<file path="src/rtl/ram_load_ctrl.sv">
// ---------------------------------------------------------------------------
// ram_load_ctrl
// Loads 16 bytes from a valid/ready source into a 16x8 RAM, then reads them
// all back and compares the modulo-256 sums of written and read-back data.
//
// Ports
//   clk        in   1  rising-edge clock
//   rst        in   1  asynchronous active-high reset
//   start      in   1  begin a load+verify pass (sampled only when idle)
//   abort      in   1  synchronous abort back to idle
//   wr_valid   in   1  source byte valid
//   wr_data    in   8  source byte
//   wr_ready   out  1  controller ready for a source byte
//   mar        out  4  RAM address
//   ram_wdata  out  8  RAM write data
//   ram_rdata  in   8  RAM read data
//   lr_n       out  1  active-low RAM load strobe
//   ce_n       out  1  active-low RAM output enable
//   busy       out  1  pass in progress
//   done       out  1  one-cycle pulse when verify completes
//   err        out  1  sticky checksum mismatch flag
//   wr_sum     out  8  modulo-256 sum of written bytes
//   rd_sum     out  8  modulo-256 sum of read-back bytes
// ---------------------------------------------------------------------------
module ram_load_ctrl (
    input  logic       clk,
    input  logic       rst,
    input  logic       start,
    input  logic       abort,
    input  logic       wr_valid,
    input  logic [7:0] wr_data,
    output logic       wr_ready,
    output logic [3:0] mar,
    output logic [7:0] ram_wdata,
    input  logic [7:0] ram_rdata,
    output logic       lr_n,
    output logic       ce_n,
    output logic       busy,
    output logic       done,
    output logic       err,
    output logic [7:0] wr_sum,
    output logic [7:0] rd_sum
);

    localparam int unsigned AW = 4;
    localparam int unsigned DW = 8;
    localparam logic [AW-1:0] CNT_LAST = {AW{1'b1}};

    localparam logic [2:0] S_IDLE    = 3'd0;
    localparam logic [2:0] S_LOAD    = 3'd1;
    localparam logic [2:0] S_WRITE   = 3'd2;
    localparam logic [2:0] S_RD_ADDR = 3'd3;
    localparam logic [2:0] S_RD_CMP  = 3'd4;
    localparam logic [2:0] S_FIN     = 3'd5;

    logic [2:0]    r_state;
    logic [2:0]    w_state_nxt;
    logic [AW-1:0] r_cnt;
    logic [AW-1:0] w_cnt_nxt;
    logic [AW-1:0] r_mar;
    logic [AW-1:0] w_mar_nxt;
    logic [DW-1:0] r_wdata;
    logic [DW-1:0] w_wdata_nxt;
    logic [DW-1:0] r_wr_sum;
    logic [DW-1:0] w_wr_sum_nxt;
    logic [DW-1:0] r_rd_sum;
    logic [DW-1:0] w_rd_sum_nxt;
    logic          r_err;
    logic          w_err_nxt;
    logic          w_last;

    logic          r_wr_ready;
    logic          r_lr_n;
    logic          r_ce_n;
    logic          r_busy;
    logic          r_done;

    assign w_last = (r_cnt == CNT_LAST);

    // State and datapath registers
    always_ff @(posedge clk or posedge rst) begin
        if (rst) begin
            r_state  <= S_IDLE;
            r_cnt    <= '0;
            r_mar    <= '0;
            r_wdata  <= '0;
            r_wr_sum <= '0;
            r_rd_sum <= '0;
            r_err    <= 1'b0;
        end else begin
            r_state  <= w_state_nxt;
            r_cnt    <= w_cnt_nxt;
            r_mar    <= w_mar_nxt;
            r_wdata  <= w_wdata_nxt;
            r_wr_sum <= w_wr_sum_nxt;
            r_rd_sum <= w_rd_sum_nxt;
            r_err    <= w_err_nxt;
        end
    end

    // Next-state and datapath update; abort freezes the datapath and idles
    always_comb begin
        w_state_nxt  = r_state;
        w_cnt_nxt    = r_cnt;
        w_mar_nxt    = r_mar;
        w_wdata_nxt  = r_wdata;
        w_wr_sum_nxt = r_wr_sum;
        w_rd_sum_nxt = r_rd_sum;
        w_err_nxt    = r_err;

        if (abort) begin
            w_state_nxt = S_IDLE;
        end else begin
            case (r_state)
                S_IDLE: begin
                    if (start) begin
                        w_state_nxt  = S_LOAD;
                        w_cnt_nxt    = '0;
                        w_wr_sum_nxt = '0;
                        w_rd_sum_nxt = '0;
                        w_err_nxt    = 1'b0;
                    end
                end
                S_LOAD: begin
                    // wr_ready is high exactly while in LOAD
                    if (wr_valid) begin
                        w_wdata_nxt  = wr_data;
                        w_mar_nxt    = r_cnt;
                        w_wr_sum_nxt = r_wr_sum + wr_data;
                        w_state_nxt  = S_WRITE;
                    end
                end
                S_WRITE: begin
                    if (w_last) begin
                        w_cnt_nxt   = '0;
                        w_mar_nxt   = '0;
                        w_state_nxt = S_RD_ADDR;
                    end else begin
                        w_cnt_nxt   = r_cnt + AW'(1);
                        w_state_nxt = S_LOAD;
                    end
                end
                S_RD_ADDR: begin
                    w_state_nxt = S_RD_CMP;
                end
                S_RD_CMP: begin
                    // Address was set up a full cycle earlier, so a registered RAM
                    // read is also valid by this edge
                    w_rd_sum_nxt = r_rd_sum + ram_rdata;
                    if (w_last) begin
                        w_state_nxt = S_FIN;
                    end else begin
                        w_cnt_nxt   = r_cnt + AW'(1);
                        w_mar_nxt   = r_cnt + AW'(1);
                        w_state_nxt = S_RD_ADDR;
                    end
                end
                S_FIN: begin
                    w_err_nxt   = r_err | (r_wr_sum != r_rd_sum);
                    w_state_nxt = S_IDLE;
                end
                default: begin
                    w_state_nxt = S_IDLE;
                end
            endcase
        end
    end

    // Control outputs registered from the next state so they are glitch-free
    // and line up with the state they belong to
    always_ff @(posedge clk or posedge rst) begin
        if (rst) begin
            r_wr_ready <= 1'b0;
            r_lr_n     <= 1'b1;
            r_ce_n     <= 1'b1;
            r_busy     <= 1'b0;
            r_done     <= 1'b0;
        end else begin
            r_wr_ready <= (w_state_nxt == S_LOAD);
            r_lr_n     <= (w_state_nxt != S_WRITE);
            r_ce_n     <= !((w_state_nxt == S_RD_ADDR) || (w_state_nxt == S_RD_CMP));
            r_busy     <= (w_state_nxt != S_IDLE);
            r_done     <= (w_state_nxt == S_FIN);
        end
    end

    assign wr_ready  = r_wr_ready;
    assign mar       = r_mar;
    assign ram_wdata = r_wdata;
    assign lr_n      = r_lr_n;
    assign ce_n      = r_ce_n;
    assign busy      = r_busy;
    assign done      = r_done;
    assign err       = r_err;
    assign wr_sum    = r_wr_sum;
    assign rd_sum    = r_rd_sum;

endmodule

</file>
<file path="config.mk">
export PLATFORM = sky130hd
export DESIGN_NAME = ram_load_ctrl
export DESIGN_NICKNAME = d
export VERILOG_FILES = /design/src/rtl/ram_load_ctrl.sv
export SDC_FILE = /design/constraint.sdc
export NUM_CORES = 1
export LEC_CHECK = 0
export BUFFER_PORTS_ARGS = -buffer_cell sky130_fd_sc_hd__buf_2
export CORE_ASPECT_RATIO = 1.25
export CORE_MARGIN = 5
export CORE_UTILIZATION = 50
export DETAILED_ROUTE_END_ITERATION = 16
export PLACE_DENSITY = 0.74
export REMOVE_ABC_BUFFERS = 1
export SLEW_MARGIN = 40
export SYNTH_ARGS = -nofsm -noshare
export SYNTH_HDL_FRONTEND = slang
export SYNTH_SLANG_ARGS = --single-unit
</file>
<file path="constraint.sdc">
create_clock -name clk -period 3.33 [get_ports clk]
set_input_delay 0.4995 -clock clk [delete_from_list [all_inputs] [get_ports clk]]
set_output_delay 0.4995 -clock clk [all_outputs]
set_load 0.03 [all_outputs]
</file>
; Yosys cells after proc, flatten, opt, wreduce, memory -nomap -nowiden
; Index checks and enable logic that the tools add are counted.
[word_totals]
register_bits = 41
inputBits = 21
output_inout_bits = 34
[op_classes]
add_sub_neg = 3
n_eq_ne = 16
muxes = 19
bitwise_logic = 2
n_reduce_logical = 15
[op_table]
columns = operator, n
row1 = 8-bit case mux with 2 select lines, 2
row2 = 4-bit case mux with 3 select lines, 2
row3 = 4-bit 2-to-1 mux, 5
row4 = 8-bit adder, 2
row5 = 8-bit 2-to-1 mux, 2
row6 = 3-bit case mux with 5 select lines, 1
row7 = "3-bit == test, second input constant", 4
row8 = 3-bit 2-to-1 mux, 4
row9 = "3-bit by 2-bit == test with 1-bit output, second input constant", 3
row10 = 3-bit AND reduction, 3
row11 = 3-bit nonzero test, 3
row12 = "2-bit != test, second input constant", 4
row13 = 8-bit != test, 1
row14 = 4-bit AND reduction, 2
row15 = "3-bit by 1-bit == test with 1-bit output, second input constant", 2
row16 = 2-bit nonzero test, 3
row17 = 5-bit AND reduction, 1
row18 = "4-bit by 1-bit adder with 4-bit output, second input constant", 1
row19 = "4-bit == test, second input constant", 1
row20 = 3-bit zero test, 1
row21 = "3-bit by 2-bit != test with 1-bit output, second input constant", 1
row22 = 2-bit 2-to-1 mux, 1
row23 = 1-bit case mux with 2 select lines, 1
row24 = 1-bit zero test, 1
row25 = 4 further kinds, 4

; Longest topological paths before layout
; Gate-level depths: netlist of run 1.
[depth]
depth_word = 7
depth_mapped = 7

; Worst setup path before layout of run 1
; OpenSTA, ideal clock, no wires.
[synth_timing]
path_type = register -> register
from = reg r_wr_sum[1] (netlist: wr_sum[1])
to = reg r_wr_sum[7] (netlist: wr_sum[7])
setup_time_ns = 0.069
t_arrival_ns = 2.003
required_time_ns = 3.261
setup_slack_ns = 1.258
stages_incl_launch_ff = 7
path_cell_list = dfrtp_1 > ha_1 > a211oi_1 > o211ai_1 > and3_1 > or4_1 > nand3_1
[synth_between]
elab_chain_cells = 3
[synth_rtl]
columns = element, line_no
row1 = from (decl), 64  ; logic [DW-1:0] r_wr_sum;
row2 = from (signal assigned), 95  ; r_wr_sum <= w_wr_sum_nxt;
row3 = 8-bit adder, 129  ; w_wr_sum_nxt = r_wr_sum + wr_data;
row4 = 8-bit 2-to-1 mux, 126  ; if (wr_valid) begin
row5 = 8-bit case mux with 2 select lines, 114  ; case (r_state)
; Every way passes these cells. The select of a mux whose other input is x is not followed.
; A chain may end at the register's enable or synchronous reset.

; Final worst setup path of run 1
[layout_timing]
from = reg r_state[1]
to = reg r_wr_sum[7] (netlist: wr_sum[7])
[layout_between]
elab_chain_cells = 3
elab_cells_between_ends = 7
classes_between = eq/ne: 3 / mux: 1 / reduce/logical: 3
[layout_rtl]
columns = element, line_no
row1 = from (decl), 56  ; logic [2:0] r_state;
row2 = from (signal assigned), 91  ; r_state <= w_state_nxt;
row3 = 3-bit by 1-bit == test with 1-bit output or 3-bit zero test (tied branches), 114
row4 = 2-bit != test (no source line) or 2-bit nonzero test (tied branches), n/a
row5 = 4-bit AND reduction (no source line), n/a
; Several ways; a longest one is shown, not always the timed one.

==> results of run 1 <==
==> layout make-up <==
type	instances	area (µm²)	share of cell area
Multi-Input combinational cell	208	1390	0.477
Timing Repair Buffer	55	278	0.0954
Tap cell	60	75.1	0.0258
Sequential cell	41	1030	0.353
Inverter	9	33.8	0.0116
Clock buffer	6	72.6	0.0249
Clock inverter	2	35.0	0.0120
==> synthesized netlist by cell type, drive strengths merged (2+ instances only) <==
cell,instances
clkbuf,2
nor4,3
a211oi,2
o21bai,4
inv,8
nand3,9
buf,6
and3,2
a21o,4
dfstp,2
nand2,49
nor3,4
fa,2
or4,2
a22o,4
and2,3
nor2b,4
ha,15
nor3b,3
a31oi,4
mux2,5
dfrtp,39
o211ai,5
xor2,12
xnor2,6
o21ai,24
nor2,8
mux2i,3
a21oi,14
==> power groups by stage <==
stage	clock, mW	sequential (mW)	combinational, mW
2_1_floorplan	0	0.729	0.189
5_1_grt	0.416	0.625	0.466
3_5_place_dp	0	0.625	0.424
4_1_cts	0.397	0.615	0.426
6_report	0.386	0.616	0.422
3_3_place_gp	0	0.624	0.417
==> routing by layer <==
metal  GRT usage  wire [µm]  up-vias
li1            -          -     1062
met1       0.214       2330     1005
met2       0.323       2800       51
met3      0.0349        295       12
met4      0.0604        104        0
met5           0          0        -
==> worst max-delay path, cell delays in order, from the launching register on <==
cell     delay [ns]
dfrtp_1        0.60
nor2_1         0.26
and2_2         0.33
inv_1          0.30
or4_1          0.58
nand3_1        0.08
==> how the worst min path moves through the flow <==
stage / from / endpoint / slack [ns] / depth (start not counted)
finish: rst / done / 0.32 / 3
global route: rst / done / 0.38 / 3
CTS: rst / rd_sum[6] / 0.34 / 3
detailed placement: ram_wdata[3] / ram_wdata[3] / 0.46 / 2
global placement: ram_wdata[3] / ram_wdata[3] / 0.46 / 2
floorplan: r_cnt[3] / r_cnt[3] / 0.52 / 1
==> cells by family (layout without fill, tap and decap cells) <==
| logic type | after synthesis | count (layout) | synth area share |
|---|---|---|---|
| simple gates | 95 | 95 | 0.189 |
| compound gates | 70 | 70 | 0.178 |
| flops | 41 | 41 | 0.412 |
| xor+xnor | 18 | 18 | 0.0631 |
| fa+ha+maj | 17 | 17 | 0.0911 |
| buf+inv | 17 | 72 | 0.0330 |
| mux | 8 | 8 | 0.0346 |
==> state kept, by name, summed over array words and instances (netlist names) <==
register and cells:
busy 1, ce_n 1, done 1, err 1, lr_n 1, mar 4
r_cnt 4, r_state 3, ram_wdata 8, rd_sum 8, wr_ready 1, wr_sum 8
==> run metrics, run 1 <==
Die H 89.0 µm; final period utilization 0.662; area leader, netlist dfrtp_1; yosys warns 0; Internal 0.930 mW; top cell type's share of synthesized area 0.391; CP Max Fanout 21; post-route ant nets 0; H-tree level count 2; R2R Setup Slk 1.13 ns; Worst Hold Class input pin to async pin; largest net degree at the start of global routing 42; NumNets Final 358; Post-Synthesis Cells 266; switching share of power 0.347; clock slew at reported path FFs 0.07 ns; max frequency 0.454 GHz; wire length per cell 14.5 µm; worst setup margin 1.13 ns; initial DRC count 99; Worst Reg-to-Reg Cells 5; Ant. Diodes 0; Rel. slew slack 0.607; drt drc 0; I/O pin total 55; first-pass GRT wire length 9.40 mm; RD Place Congestion 0.860; CP endpoint wr_sum[7]; combinational power share 0.297; vias per cell 5.59; Post-CTS Setup Inserts 0; Hold Slack 0.321 ns; sequential fraction of design power 0.432; CTS buffer count 5; CTS Hold Bufs 0; CP Launch Point r_state[1]; WP data required 3.56 ns; via count of the routed design 2,130; Detailed Routing Iterations Pass 1 4; total global routing overflow 0; area grow syn2layout 16.5%; unique cell type count in the Yosys netlist 56; min Tclk post-route 2.20 ns; starting density of the core 0.521; fin. max-slew vios 0; vias in the first global route 2,108; most common cell after layout, fill and taps aside buf_2; final wirelength 5.53 mm; Post-synth top flop dfrtp_1; Core Rows 28; post-route insts no fill 381; design area 2910 µm²; Die Width 73.2 µm; Post-CTS Resized 0; Clock Tree Root clkbuf_8; core box area 4800 µm²; Pwr Total 1.42 mW; Netlist Area Pre-Place 2500 µm²; Worst Setup End Kind flop; layout cells sized above 1 0.234; LEAKAGE 1.52 nW; final hold violation count 0; clk buf depth 2; Core Util, Final 0.606; Global Route Usage Sum 0.180; sequential share of the synthesized area 0.412; Avg Cell Area, Syn 9.39 µm²; clock sinks 41; status complete, no violations; peak supply drop 344 µV; asr flop ratio synth 1.00; Clock Power Share 0.271; crit start category flop; Tightest Pin Transition 0.589 ns; clk_skew 0.00599 ns; pre-CTS setup slack 1.13 ns; DP HPWL 4.15 mm; Finish-stage setup viols 0; CTS tree built; dpl cell area 2800 µm²; Die Footprint 6520 µm²; I/O Buffers 54; RSZ-0062 raised after global routing false; EDFF count, synth 0; flops & latches, synth 41; Sw Pwr 0.494 mW; Cell Pwr Density 489 nW/µm²; setup TNS 0 ns; Reg-to-Reg Start r_state[1]; commonest non-fill, non-tap cells in the layout 54 x buf_2, 49 x nand2_1, 39 x dfrtp_1; max cap viols 0; FILL cells 434; later-pin clock latency in the skew report 0.29 ns; crit path kind flop to flop; RR Endpoint wr_sum[7]; placed insts 373; initial antenna violation count 0; Synth area leaders dfrtp_1 39%, ha_1 7.5%, nand2_1 7.4%, o21ai_0 4.6%, xor2_1 4.2%; Arrival @ worst endpoint 2.43 ns
No activity file was read; power rests on OpenSTA's default activity.
==> inputs of run 2 (changes only) <==
Clock period 3.33 ns to 2.3 ns, I/O delays scaled along.
==> run metrics, run 2 (synthesized netlist as in run 1, its figures left out) <==
crit start category flop; Finish-stage setup viols 0; RD Place Congestion 0.887; layout cells sized above 1 0.245; CTS tree built; CP Launch Point wr_sum[1]; pre-CTS setup slack 0.235 ns; setup TNS 0 ns; Core Rows 28; sequential fraction of design power 0.419; Detailed Routing Iterations Pass 1 4; Arrival @ worst endpoint 2.38 ns; Die Footprint 6520 µm²; switching share of power 0.344; Tightest Pin Transition 0.581 ns; area grow syn2layout 18.3%; vias in the first global route 2,159; initial DRC count 145; most common cell after layout, fill and taps aside buf_2; Clock Power Share 0.285; Pwr Total 2.11 mW; final wirelength 5.55 mm; largest net degree at the start of global routing 42; final period utilization 0.930; NumNets Final 363; Ant. Diodes 0; min Tclk post-route 2.14 ns; fin. max-slew vios 0; max cap viols 0; Worst Reg-to-Reg Cells 6; via count of the routed design 2,188; CP delay by family, top simple AND/OR/NAND/NOR gates; Die Width 73.2 µm; CTS buffer count 5; total global routing overflow 0; I/O pin total 55; initial antenna violation count 0; Post-CTS Resized 0; DP HPWL 4.17 mm; RSZ-0062 raised after global routing false; dpl cell area 2840 µm²; Worst Setup End Kind flop; Rel. slew slack 0.610; vias per cell 5.67; CP Max Fanout 5; peak supply drop 381 µV; post-route ant nets 0; Worst Hold Class input pin to async pin; LEAKAGE 1.55 nW; post-route insts no fill 386; worst setup margin 0.162 ns; first-pass GRT wire length 9.64 mm; crit path kind flop to flop; H-tree level count 2; Slowest-stage cell, CP or4_1; Post-CTS Setup Inserts 0; FILL cells 432; I/O Buffers 54; Clock Tree Root clkbuf_8; Internal 1.38 mW; Die H 89.0 µm; final hold violation count 0; Global Route Usage Sum 0.188; max frequency 0.468 GHz; design area 2960 µm²; drt drc 0; clock sinks 41; CP peak stage delay 0.47 ns; Sw Pwr 0.725 mW; R2R Setup Slk 0.16 ns; combinational power share 0.296; Hold Slack 0.155 ns; Cell Pwr Density 713 nW/µm²; wire length per cell 14.4 µm; RR Endpoint wr_sum[7]; core box area 4800 µm²; WP data required 2.54 ns; clk_skew 0.0101 ns; CTS Hold Bufs 0; clock slew at reported path FFs 0.08 ns; Core Util, Final 0.616; Buf+Inv Stages, Crit Path 0; clk buf depth 2; Reg-to-Reg Start wr_sum[1]; starting density of the core 0.521; CP cell instances ha_1 -> a211oi_1 -> o211ai_1 -> and3_1 -> or4_1 -> nand3_1; commonest non-fill, non-tap cells in the layout 54 x buf_2, 49 x nand2_1, 39 x dfrtp_1; placed insts 378; later-pin clock latency in the skew report 0.30 ns; status complete, no violations
## run 2: cell count changes in the layout (fill, tap and decap cells not counted)
cell / before / now
buf_4: 1 / 6
clkinv_2: 1 / 0
clkbuf_8: 5 / 6
## run 2: area by class of cell
type | count | area [µm²] | area share
clock inverter | 1 | 30.0 | 0.0102
timing repair buffer | 60 | 315 | 0.107
clock buffer | 7 | 86.3 | 0.0292
multi-input combinational | 208 | 1390 | 0.469
sequential | 41 | 1030 | 0.348
inverter | 9 | 33.8 | 0.0114
tap | 60 | 75.1 | 0.0254
## run 2: worst min-delay path, delay by kind of cell
family	cells	cell delay, ns
buffers and inverters	3	0.57
## run 2: power groups by stage
stage / sequential (mW) / clock [mW] / combinational [mW]
CTS: 0.883 / 0.619 / 0.631
global route: 0.897 / 0.649 / 0.695
finish: 0.883 / 0.600 / 0.625
floorplan: 1.06 / 0 / 0.274
global placement: 0.895 / 0 / 0.615
detailed placement: 0.897 / 0 / 0.627
## run 2: per-layer routing
metal  vias up  share of wire  GRT usage
met2        59           0.51      0.333
li1       1066              -          -
met3         8          0.062     0.0405
met4         0          0.013     0.0604
met1      1055           0.42      0.226
met5         -              0          0
## run 2: how the worst max path moves through the flow
stage | end | slack [ns] | cells past startpoint
finish | wr_sum[7] | 0.16 | 6
CTS | wr_sum[7] | 0.19 | 6
global placement | wr_sum[7] | 0.28 | 7
floorplan | wr_sum[7] | 0.23 | 6
detailed placement | wr_sum[7] | 0.24 | 7
global route | wr_sum[7] | 0.07 | 6
